## src/rtl/flow_extreme_rmw_pkg.sv

```systemverilog
`default_nettype none
// +----------------------------------------------------------------------+
// | Module      : flow_extreme_rmw_pkg                                   |
// | Description : TFE shared package: flow-id width default, table depth,|
// |               extreme selector encoding for the min/max ALU.         |
// | Revision    : 1.0 - initial release                                  |
// +----------------------------------------------------------------------+
package flow_extreme_rmw_pkg;

   localparam int TFE_FLOW_AW = 6;
   localparam int TFE_DATA_W  = 8;
   localparam int TFE_DEPTH   = 1 << TFE_FLOW_AW;

   // Extreme selector driven to the external ALU
   typedef enum logic {
      TFE_FUNC_MIN = 1'b0,
      TFE_FUNC_MAX = 1'b1
   } tfe_func_e;

   // Table depth for an arbitrary flow-id width
   function automatic int tfe_depth(input int aw);
      return 1 << aw;
   endfunction

endpackage
`default_nettype wire

```

## src/rtl/flow_hist_ram.sv

```systemverilog
`default_nettype none
// +----------------------------------------------------------------------+
// | Module      : flow_hist_ram                                          |
// | Description : Per-flow history data memory, one write port and one  |
// |               synchronous read port. Contents are not reset.         |
// | Revision    : 1.0 - initial release                                  |
// +----------------------------------------------------------------------+
module flow_hist_ram
   import flow_extreme_rmw_pkg::*;
#(
   parameter int AW = TFE_FLOW_AW,
   parameter int DW = TFE_DATA_W
) (
   input  logic          clk,
   input  logic          we,
   input  logic [AW-1:0] waddr,
   input  logic [DW-1:0] wdata,
   input  logic [AW-1:0] raddr,
   output logic [DW-1:0] rdata
);

   localparam int DEPTH = tfe_depth(AW);

   logic [DW-1:0] mem_q [DEPTH];
   logic [DW-1:0] rdata_q;

   // Write port and registered read; a same-address read returns old data
   always_ff @(posedge clk) begin
      if (we) begin
         mem_q[waddr] <= wdata;
      end
      rdata_q <= mem_q[raddr];
   end

   assign rdata = rdata_q;

endmodule
`default_nettype wire

```

## src/rtl/flow_extreme_rmw.sv

```systemverilog
`default_nettype none
// +----------------------------------------------------------------------+
// | Module      : flow_extreme_rmw                                       |
// | Description : Per-flow running min/max read-modify-write pipeline.   |
// |               S0 reads the table, S1 drives the external ALU, S2     |
// |               writes the ALU result back and reports it.             |
// | Revision    : 1.0 - initial release                                  |
// +----------------------------------------------------------------------+
module flow_extreme_rmw
   import flow_extreme_rmw_pkg::*;
#(
   parameter tfe_func_e FUNC    = TFE_FUNC_MAX,
   parameter int        FLOW_AW = TFE_FLOW_AW
) (
   input  logic               clk,
   input  logic               rst_n,
   input  logic               pkt_v,
   input  logic [FLOW_AW-1:0] pkt_flow_id,
   input  logic [7:0]         pkt_data,
   input  logic               clr_v,
   input  logic [FLOW_AW-1:0] clr_flow_id,
   output logic               clr_ready,
   output logic [7:0]         alu_hist_data,
   output logic               alu_hist_v,
   output logic [7:0]         alu_cur_data,
   output logic               alu_cur_v,
   output logic               alu_func,
   input  logic [7:0]         alu_ext_data,
   input  logic               alu_ext_v,
   output logic               feat_v,
   output logic [FLOW_AW-1:0] feat_flow_id,
   output logic [7:0]         feat_data,
   output logic               err_collide
);

   localparam int DEPTH = tfe_depth(FLOW_AW);

   logic [DEPTH-1:0]   valid_q, valid_d;
   logic               s1_v_q, s1_v_d;
   logic [FLOW_AW-1:0] s1_flow_q, s1_flow_d;
   logic [7:0]         s1_data_q, s1_data_d;
   logic               s2_v_q, s2_v_d;
   logic [FLOW_AW-1:0] s2_flow_q, s2_flow_d;
   logic               wb_v_q, wb_v_d;
   logic [FLOW_AW-1:0] wb_flow_q, wb_flow_d;
   logic [7:0]         wb_data_q, wb_data_d;
   logic               err_q, err_d;

   logic               pkt_acc;
   logic               clr_rdy;
   logic               clr_acc;
   logic               wr_en;
   logic               fwd_a;
   logic               fwd_b;
   logic               hist_sel_v;
   logic [7:0]         hist_sel;
   logic [7:0]         rd_data;

   flow_hist_ram #(
      .AW (FLOW_AW),
      .DW (8)
   ) u_ram (
      .clk   (clk),
      .we    (wr_en),
      .waddr (s2_flow_q),
      .wdata (alu_ext_data),
      .raddr (pkt_flow_id),
      .rdata (rd_data)
   );

   // Next-state: stage advance, write-back capture, valid bits, sticky error
   always_comb begin
      pkt_acc   = pkt_v & ~clr_v;
      clr_rdy   = ~s1_v_q & ~s2_v_q & ~pkt_v;
      clr_acc   = clr_v & clr_rdy;
      wr_en     = s2_v_q & alu_ext_v;

      s1_v_d    = pkt_acc;
      s1_flow_d = pkt_flow_id;
      s1_data_d = pkt_data;
      s2_v_d    = s1_v_q;
      s2_flow_d = s1_flow_q;
      wb_v_d    = wr_en;
      wb_flow_d = s2_flow_q;
      wb_data_d = alu_ext_data;

      valid_d = valid_q;
      if (wr_en) begin
         valid_d[s2_flow_q] = 1'b1;
      end
      if (clr_acc) begin
         valid_d[clr_flow_id] = 1'b0;
      end

      err_d = err_q | (pkt_v & clr_v) | (s2_v_q & ~alu_ext_v);
   end

   // History source for S1: in-flight S2 result, then last write-back, then table
   always_comb begin
      fwd_a      = wr_en & (s2_flow_q == s1_flow_q);
      fwd_b      = wb_v_q & (wb_flow_q == s1_flow_q);
      hist_sel   = rd_data;
      hist_sel_v = valid_q[s1_flow_q];
      if (fwd_a) begin
         hist_sel   = alu_ext_data;
         hist_sel_v = 1'b1;
      end else if (fwd_b) begin
         hist_sel   = wb_data_q;
         hist_sel_v = 1'b1;
      end
   end

   // Pipeline and table-state registers
   always_ff @(posedge clk or negedge rst_n) begin
      if (!rst_n) begin
         valid_q   <= '0;
         s1_v_q    <= 1'b0;
         s1_flow_q <= '0;
         s1_data_q <= '0;
         s2_v_q    <= 1'b0;
         s2_flow_q <= '0;
         wb_v_q    <= 1'b0;
         wb_flow_q <= '0;
         wb_data_q <= '0;
         err_q     <= 1'b0;
      end else begin
         valid_q   <= valid_d;
         s1_v_q    <= s1_v_d;
         s1_flow_q <= s1_flow_d;
         s1_data_q <= s1_data_d;
         s2_v_q    <= s2_v_d;
         s2_flow_q <= s2_flow_d;
         wb_v_q    <= wb_v_d;
         wb_flow_q <= wb_flow_d;
         wb_data_q <= wb_data_d;
         err_q     <= err_d;
      end
   end

   assign clr_ready     = clr_rdy;
   assign alu_func      = FUNC;
   assign alu_cur_v     = s1_v_q;
   assign alu_cur_data  = s1_v_q ? s1_data_q : 8'h00;
   assign alu_hist_v    = s1_v_q & hist_sel_v;
   assign alu_hist_data = (s1_v_q & hist_sel_v) ? hist_sel : 8'h00;
   assign feat_v        = wr_en;
   assign feat_flow_id  = wr_en ? s2_flow_q : '0;
   assign feat_data     = wr_en ? alu_ext_data : 8'h00;
   assign err_collide   = err_q;

endmodule
`default_nettype wire

```

## config.mk

```make
export PLATFORM = sky130hd
export DESIGN_NAME = flow_extreme_rmw
export DESIGN_NICKNAME = d
export VERILOG_FILES = /design/src/rtl/flow_extreme_rmw_pkg.sv /design/src/rtl/flow_hist_ram.sv /design/src/rtl/flow_extreme_rmw.sv
export SDC_FILE = /design/constraint.sdc
export NUM_CORES = 1
export LEC_CHECK = 0
export CAP_MARGIN = 10
export CORE_ASPECT_RATIO = 1.4
export CORE_MARGIN = 8
export CORE_UTILIZATION = 50
export DETAILED_ROUTE_END_ITERATION = 8
export PLACE_DENSITY_LB_ADDON = 0.12
export SKIP_CTS_REPAIR_TIMING = 1
export SLEW_MARGIN = 20
export SYNTH_ARGS = -nofsm -noshare
export SYNTH_HDL_FRONTEND = slang
export SYNTH_SLANG_ARGS = --single-unit
```

## constraint.sdc

```tcl
create_clock -name clk -period 3.9 [get_ports clk]
set_input_delay 0.975 -clock clk [delete_from_list [all_inputs] [get_ports clk]]
set_output_delay 0.975 -clock clk [all_outputs]
set_load 0.02 [all_outputs]
```

# [Yosys cells after proc, flatten, opt, wreduce, memory -nomap -nowiden]
# Memories as Yosys holds them, arrays and structs flattened. A register that Yosys moved wholly into a read port is not among the register bits.
# Cells that the tools add are included.
[classes] addsub=0 n_mul=0 div_mod_pow=0 order_cmp=5 n_eq_ne=2 shift=0 n_mux=18 bitwise=20 reduce_logical=2
[op_table] operator="64-bit 2-to-1 mux" n=2
[op_table] operator="64-bit bitwise AND" n=1
[op_table] operator="64-bit inverter" n=1
[op_table] operator="64-bit bitwise OR" n=1
[op_table] operator="8-bit 2-to-1 mux" n=5
[op_table] operator="6-bit by 7-bit < comparator with 1-bit output (second input constant)" n=3
[op_table] operator="1-bit demux with 6-bit select" n=2
[op_table] operator="6-bit equality test" n=2
[op_table] operator="6-bit by 1-bit greater-or-equal comparator with 1-bit output (second input constant)" n=2
[op_table] operator="1-bit bitwise AND" n=10
[op_table] operator="1-bit 2-to-1 mux" n=7
[op_table] operator="1-bit binary-select mux with 6-bit select" n=1
[op_table] operator="6-bit 2-to-1 mux" n=1
[op_table] operator="1-bit inverter" n=5
[op_table] operator="1-bit logical AND" n=2
[op_table] operator="1-bit bitwise OR" n=2
[totals] regBits=102 latchBits=0 ramBits=512 romBits=0 in_bits=33 out_inout_bits=36 wordCells=58 n_memories=1
[memory_table] name="u_ram.mem_q" words=64 word_bits=8 rd=1 rd_clocked_by_memory_dff=1 write_ports=1 line="flow_hist_ram.sv:24" source="logic [DW-1:0] mem_q [DEPTH];"

# [Longest topological paths before layout]
# Gate-level depths: netlist (run 1).
[depth] ltp_word=8 depth_mapped=7 mapped_depth_nobuf=5

# [By module]
# From an unflattened synthesis (run 1), not the netlist that was laid out.
[hier_totals] hier_cells=1376 hier_area_um2=24908.9
[by_module_without_submodules] module="flow_hist_ram" n_inst=1 cells_each=940 area_each_um2=20166.8 seq_area_each_um2=15534.9
[by_module_without_submodules] module="flow_extreme_rmw" n_inst=1 cells_each=436 area_each_um2=4742.0 seq_area_each_um2=2552.4

# [Worst setup path after synthesis (run 1)]
# OpenSTA, ideal clock, no wires.
[synth_path] path_kind="input to output" from="in alu_ext_v" to="out alu_hist_data[2]" arrival_ns=2.646 required_time_ns=2.925 setup_slack_ns=0.279 stages=6 path_buffers=1 cell_sequence="nand2_1 -> nor4_2 -> and2_1 -> clkbuf_2 -> o21ai_1 -> a311oi_1"
[synth_between] elab_chain_cells=5 elab_cells_between_ends=6 classes_between="3 x mux; 3 x bitwise"
[synth_rtl] item="start, declared" line="flow_extreme_rmw.sv:29" source="input logic alu_ext_v,"
[synth_rtl] item="1-bit bitwise AND (*)" line="flow_extreme_rmw.sv:76" source="wr_en = s2_v_q & alu_ext_v;"
[synth_rtl] item="1-bit bitwise AND (*)" line="flow_extreme_rmw.sv:100" source="fwd_a = wr_en & (s2_flow_q == s1_flow_q);"
[synth_rtl] item="1-bit 2-to-1 mux" line="flow_extreme_rmw.sv:104" source="if (fwd_a) begin"
[synth_rtl] item="1-bit bitwise AND" line="flow_extreme_rmw.sv:145" source="assign alu_hist_data = (s1_v_q & hist_sel_v) ? hist_sel : 8'h00;"
[synth_rtl] item="8-bit 2-to-1 mux (*)" line="flow_extreme_rmw.sv:145"
[synth_rtl] item="end, declared" line="flow_extreme_rmw.sv:23" source="output logic [7:0] alu_hist_data,"
# Every way passes the cells marked *; elsewhere a longest branch is shown, timed or not.

# [Worst setup path after layout (run 1)]
[layout_path] from="reg s1_flow_q[1]" to="out alu_hist_data[5]"
[layout_between] elab_chain_cells=6 elab_cells_between_ends=12 classes_between="2 x eq/ne; 7 x mux; 3 x bitwise"
[layout_rtl] item="start, declared" line="flow_extreme_rmw.sv:40" source="logic [FLOW_AW-1:0] s1_flow_q, s1_flow_d;"
[layout_rtl] item="start signal, assigned" line="flow_extreme_rmw.sv:129" source="s1_flow_q <= s1_flow_d;"
[layout_rtl] item="1-bit binary-select mux with 6-bit select / 6-bit equality test (equally long branches)" line="flow_extreme_rmw.sv:103, flow_extreme_rmw.sv:101"
[layout_rtl] item="1-bit 2-to-1 mux (implied by the code) / 1-bit bitwise AND (equally long branches)" line="flow_extreme_rmw.sv:103, flow_extreme_rmw.sv:101"
[layout_rtl] item="1-bit 2-to-1 mux" line="flow_extreme_rmw.sv:107" source="end else if (fwd_b) begin"
[layout_rtl] item="1-bit 2-to-1 mux" line="flow_extreme_rmw.sv:104"
[layout_rtl] item="1-bit bitwise AND" line="flow_extreme_rmw.sv:145"
[layout_rtl] item="8-bit 2-to-1 mux (*)" line="flow_extreme_rmw.sv:145"
# Every way passes the cells marked *; elsewhere a longest branch is shown, timed or not. The select of a mux whose other input is x is not followed.

==> results.yml, run 1 <==
critical_path:
  crit_path_end_kind: "primary output"
  path_cells: "buf_12, mux2i_1, mux4_2, a311oi_2, nand3_4, a311oi_1, buf_2"
  cp.arrival_ns: 2.89
  required_ns: 2.92
  cp-start-kind: "flip-flop"
  path_max_fanout: 17
  slowest_stage: "mux4_2"
  slowest_delay_ns: 0.49
  critPathKind: "reg2out"
grt:
  grt_pass1_wl_mm: 88.6
  grt_pass1_vias: 13400
  busiest_layer: "met2"
  track_usage: 0.213
  overflow: 0
  gr-usage-met3: 0.0315
  use_met1: 0.289
  grt_max_degree: 57
  gr-usage-met2: 0.345
  antenna_found_initial: 0
cts:
  cts_buffer_depth: 3
  cts-root-buf: "clkbuf_16"
  cts_tree: "yes"
  cts-buffers-inserted: 55
  cts.reportedPaths.clkPinSlew_ns: 0.07
  clkSinkCount: 622
  htreeDepth: 2
  clock_latency_ns: 0.59
floorplan:
  core_um2: 48600
  placementRows: 96
  dieHeight_um: 278
  die_x_um: 203
  start_util: 0.503
  ios: 69
  die-area_um2: 56400
routing:
  wl_per_cell_um: 28.8
  dr.pass1.iters: 5
  ant_nets: 0
  vias: 12600
  avgViaCountPerCell: 6.08
  drc_errors: 0
  wirelength_mm: 59.5
  drtIter0Drc: 911
power:
  vdd_drop_max_v: 0.000463
  p_leak_nw: 9.73
  internal_power_mw: 10.5
  pwr-share-clk: 0.386
  swShare: 0.216
  seqPwrFrac: 0.550
  p_per_area_nw_per_um2: 469
  power.switching_mw: 2.87
  p_total_mw: 13.3
  combPwrFrac: 0.064
yosys:
  muxShareOfSynthArea: 0.167
  synthSimpleGateAreaFrac: 0.0387
  synth_adder_area_share: 0
  synth_top_family_by_area: "multiplexers"
  ys.flop_type: "edfxtp_1"
  ys_seq_area_frac: 0.739
  ys_ff_latch: 622
  ys_types: 49
  syn_avg_cell_area_um2: 20.5
  yosys_warnings: 0
  synth_xor_area_frac: 0.00429
  async_flop_share: 0.164
  syn_nets: 1229
  synthCells: 1196
  synth-compound-area-share: 0.0368
  syn_area_um2: 24500
  synth_edf_count: 512
timing:
  fmax_mhz: 259
  setup_viol: 0
  slew_viol_final: 0
  tightest_slew_ns: 0.910
  period_share: 0.992
  hold_viol_final: 0
  min_period_ns: 3.87
  rsz0062_at_grt: "yes"
  skew_ns: 0.0239
  slew_headroom: 0.389
final_layout:
  antenna_cells: 0
  area_growth_pct: 16.1
  final-seq-area_um2: 18100
  final_cell_mix: "edfxtp_1 (512), mux4_2 (171), buf_4 (119), dfrtp_1 (102), nor2_1 (80)"
  final_nets: 1417
  multi_input_area_um2: 6090
  final_util: 0.584
  fill_cells: 3598
  fin_cells: 2067
  layout_commonest_cell: "edfxtp_1"
  drive_gt1_frac: 0.291
place:
  globalplace.congestion: 0.880
  numPortBuffers: 67
  placedCellCount: 1964
  dp_hpwl_mm: 39.2
hold_path:
  hp-class: "in2async"
flow_run:
  max-cap-violations: 0
status:
  outcome: "complete, no violations"
power groups by stage:
stage	Sequential, mW	Clock, mW	Combinational [mW]
finish	7.33	5.15	0.854
global route	7.34	5.49	0.907
CTS	7.33	5.26	0.856
detailed placement	7.47	0	0.853
global placement	7.47	0	0.843
floorplan	7.45	0	0.473
kinds of logic (layout without fill, tap and decap cells):
group,after synthesis,in the layout
flops,622,622
mux,194,194
simple gates,189,189
compound gates,109,109
buf+inv,69,303
xor+xnor,12,12
other cells,1,1
metrics by stage:
step                setup TNS (ns)  worst slack [ns]  area, µm²  hold slack [ns]
floorplan                        0             0.279      24500            0.349
global placement             -2.04            -0.255      26700            0.432
detailed placement           -2.44            -0.331      26700            0.432
CTS                          -3.75            -0.470      28400            0.452
global route                -0.157           -0.0449      28400            0.466
finish                           0            0.0317      28400            0.452
sequential cells by signal, indices dropped and copies added (netlist names):
name,flops
wb_flow_q,6
s2_flow_q,6
wb_v_q,1
u_ram.rdata,8
valid_q,64
alu_cur_v,1
s1_flow_q,6
s2_v_q,1
s1_data_q,8
err_collide,1
wb_data_q,8
u_ram.mem_q,512
worst max-delay path: cells and delay by family, from the launching register on:
family	cells	cell delay, ns
compound gates	2	0.68
buf+inv	2	0.39
mux	2	0.61
flops	1	0.41
simple gates	1	0.20
per-layer routing:
metal / wire length [µm] / up-vias
li1: - / 5305
met1: 24800 / 6731
met2: 29200 / 425
met3: 3230 / 107
met4: 2170 / 2
met5: 80 / -
cell type report:
| type | count | share of cell area |
|---|---|---|
| inverter | 3 | 0.000396 |
| tap | 637 | 0.0280 |
| multi-input combinational | 505 | 0.214 |
| clock buffer | 65 | 0.0513 |
| clock inverter | 38 | 0.00854 |
| timing repair buffer | 197 | 0.0611 |
| sequential | 622 | 0.637 |
cells in the mapped netlist, types with 5 or more instances:
cell,count,area (µm²)
dfrtp_1,102,2550
buf_6,5,56.3
a211oi_1,7,52.6
clkbuf_1,33,124
nand2_1,29,109
xor2_1,9,78.8
o22a_1,32,280
nand3_1,6,30.0
and2_1,12,75.1
a21boi_0,8,60.1
nor3_1,9,45.0
buf_1,5,18.8
a22oi_1,11,82.6
nor2b_1,9,56.3
o31ai_1,5,37.5
edfxtp_1,512,15400
and3_1,19,119
nor2_1,80,300
dfxtp_1,8,160
mux4_2,171,3850
mux2i_1,19,190
a2bb2oi_1,29,254
nand3b_1,10,75.1
buf_2,19,95.1
final timing paths:
check / slack (ns) / endpoint / from / cells after the start
max in group asynchronous: 2.70 / valid_q[33]$_DFF_PN0_ / rst_n / 2
hold reg to reg: 0.45 / wb_flow_q[0]$_DFF_PN0_ / s2_flow_q[0]$_DFF_PN0_ / 0
setup reg to reg: 1.29 / u_ram.mem_q[30][5]$_DFFE_PP_ / s2_v_q$_DFF_PN0_ / 6
hold / removal: 0.45 / s1_data_q[0]$_DFF_PN0_ / rst_n / 1
setup / recovery: 0.03 / alu_hist_data[5] / s1_flow_q[1]$_DFF_PN0_ / 7
min in group clk: 0.45 / wb_flow_q[0]$_DFF_PN0_ / s2_flow_q[0]$_DFF_PN0_ / 0
Power figures use the tool's default switching activity.
==> run 2, diff against run 1 <==
CORE_ASPECT_RATIO = 0.8   (was 1.4)
==> results.yml, run 2 (synthesis gave the netlist of run 1 again) <==
final_layout:
  regMostFlops: "u_ram.mem_q"
  postLayoutCellArea_um2: 28600
  largest_register_ffs: 512
  final_util: 0.591
  final_cell_mix: "edfxtp_1 (512), mux4_2 (171), buf_4 (133), dfrtp_1 (99), nor2_1 (80)"
  final_nets: 1430
  layout_commonest_cell: "edfxtp_1"
  fin_cells: 2073
  area_growth_pct: 16.8
  fill_cells: 3498
  largestRegisters: "u_ram.mem_q (512), valid_q (64)"
  drive_gt1_frac: 0.299
place:
  dp_hpwl_mm: 39.7
  placedCellCount: 1960
  dp_slack_ns: -0.290
  place_area_um2: 26700
  numPortBuffers: 67
  globalplace.congestion: 0.893
status:
  outcome: "complete, no violations"
floorplan:
  dieHeight_um: 214
  die_x_um: 263
  placementRows: 72
  die-area_um2: 56300
  ios: 69
  start_util: 0.506
  core_um2: 48400
timing:
  period_share: 0.998
  skew_ns: 0.0249
  slew_headroom: 0.423
  setup_viol: 0
  min_period_ns: 3.89
  rsz0062_at_grt: "yes"
  fmax_mhz: 257
  tightest_slew_ns: 0.863
  setup_ws_ns: 0.00771
  slew_viol_final: 0
  hold_ws_ns: 0.421
  hold_viol_final: 0
power:
  p_per_area_nw_per_um2: 483
  power.switching_mw: 2.94
  seqPwrFrac: 0.531
  swShare: 0.213
  p_leak_nw: 9.80
  combPwrFrac: 0.062
  internal_power_mw: 10.9
  pwr-share-clk: 0.407
  vdd_drop_max_v: 0.000468
critical_path:
  critical_path_cell_count: 8
  rr_endpoint: "u_ram.mem_q[20][7]$_DFFE_PP_"
  slowest_stage: "mux4_2"
  path_cells: "buf_12, mux2i_1, mux4_2, a21oi_2, o311ai_4, buf_4, a311oi_1, buf_2"
  r2r_start: "s2_v_q$_DFF_PN0_"
  cp_top_family: "compound AO/OA/AOI/OAI gates"
  required_ns: 2.92
  slowest_delay_ns: 0.51
  crit_path_end: "alu_hist_data[2]"
  path_max_fanout: 27
  reg2reg_depth: 7
  cp.arrival_ns: 2.92
  path_buf_inv: 3
  reg2reg_slack_ns: 1.25
  crit_path_end_kind: "primary output"
  cp-start-kind: "flip-flop"
  critPathKind: "reg2out"
  setup.worst_path.start: "s1_flow_q[1]$_DFF_PN0_"
grt:
  grt_pass1_wl_mm: 89.3
  grt_pass1_vias: 12900
  track_usage: 0.219
  overflow: 0
  antenna_found_initial: 1
  grt_max_degree: 65
cts:
  clock_latency_ns: 0.62
  clkSinkCount: 622
  cts-buffers-inserted: 59
  htreeDepth: 2
  cts-root-buf: "clkbuf_16"
  cts_tree: "yes"
  cts.reportedPaths.clkPinSlew_ns: 0.06
  cts_buffer_depth: 3
routing:
  drtIter0Drc: 1338
  wl_per_cell_um: 29.5
  drc_errors: 0
  avgViaCountPerCell: 6.05
  vias: 12600
  ant_nets: 0
  wirelength_mm: 61.1
  dr.pass1.iters: 5
flow_run:
  max-cap-violations: 0
hold_path:
  hp-class: "in2async"
[run 2: cell count changes in the layout (fill, tap and decap cells not counted), moves of 4 or more]
| cell | change |
|---|---|
| clkbuf_1 | +11 |
| clkinvlp_4 | -4 |
| clkbuf_16 | +5 |
| buf_12 | -4 |
| clkbuf_8 | +6 |
| clkinv_1 | -9 |
| buf_4 | +14 |
| clkinv_2 | -5 |
[run 2: worst min path at each step]
stage                           start                     end  slack, ns
2_1_floorplan  s1_flow_q[0]$_DFF_PN0_  s2_flow_q[0]$_DFF_PN0_       0.35
3_3_place_gp   s2_flow_q[0]$_DFF_PN0_  wb_flow_q[0]$_DFF_PN0_       0.45
3_5_place_dp   s2_flow_q[0]$_DFF_PN0_  wb_flow_q[0]$_DFF_PN0_       0.44
4_1_cts                         rst_n  s1_data_q[5]$_DFF_PN0_       0.44
5_1_grt        s2_flow_q[0]$_DFF_PN0_  wb_flow_q[0]$_DFF_PN0_       0.47
6_report                        rst_n  s1_data_q[5]$_DFF_PN0_       0.42
[run 2: area by class of cell]
type	count	area [µm²]	share of cell area
inverter	3	11.3	0.000394
clock inverter	20	173	0.00604
clock buffer	87	1710	0.0596
timing repair buffer	205	1730	0.0604
sequential	622	18100	0.633
multi-input combinational	506	6090	0.213
tap	629	787	0.0275
antenna	1	2.50	0.0000875
[run 2: routing by layer]
layer | vias up | global-route usage | wire [µm]
met2 | 421 | 0.348 | 29100
li1 | 5353 | - | -
met3 | 102 | 0.0409 | 3840
met4 | 0 | 0.0697 | 1680
met1 | 6674 | 0.309 | 26500
met5 | - | 0 | 0
[run 2: power groups by stage]
stage	registers [mW]	clock network, mW	logic, mW
global placement	7.47	0	0.839
CTS	7.33	5.73	0.854
global route	7.34	5.98	0.905
detailed placement	7.47	0	0.852
finish	7.34	5.62	0.852
floorplan	7.45	0	0.473
[run 2: through the flow]
stage          total power [mW]  setup TNS, ns
6_report                   13.8              0
5_1_grt                    14.2        -0.0395
4_1_cts                    13.9          -4.29
3_5_place_dp               8.32          -1.86
3_3_place_gp               8.31          -1.55
2_1_floorplan              7.92              0
==> run 3, diff against run 2 <==
CTS_CLUSTER_DIAMETER = 120   (was default)
==> results of run 3 <==
Final layout, timing and power as in run 2 (identical DEF).
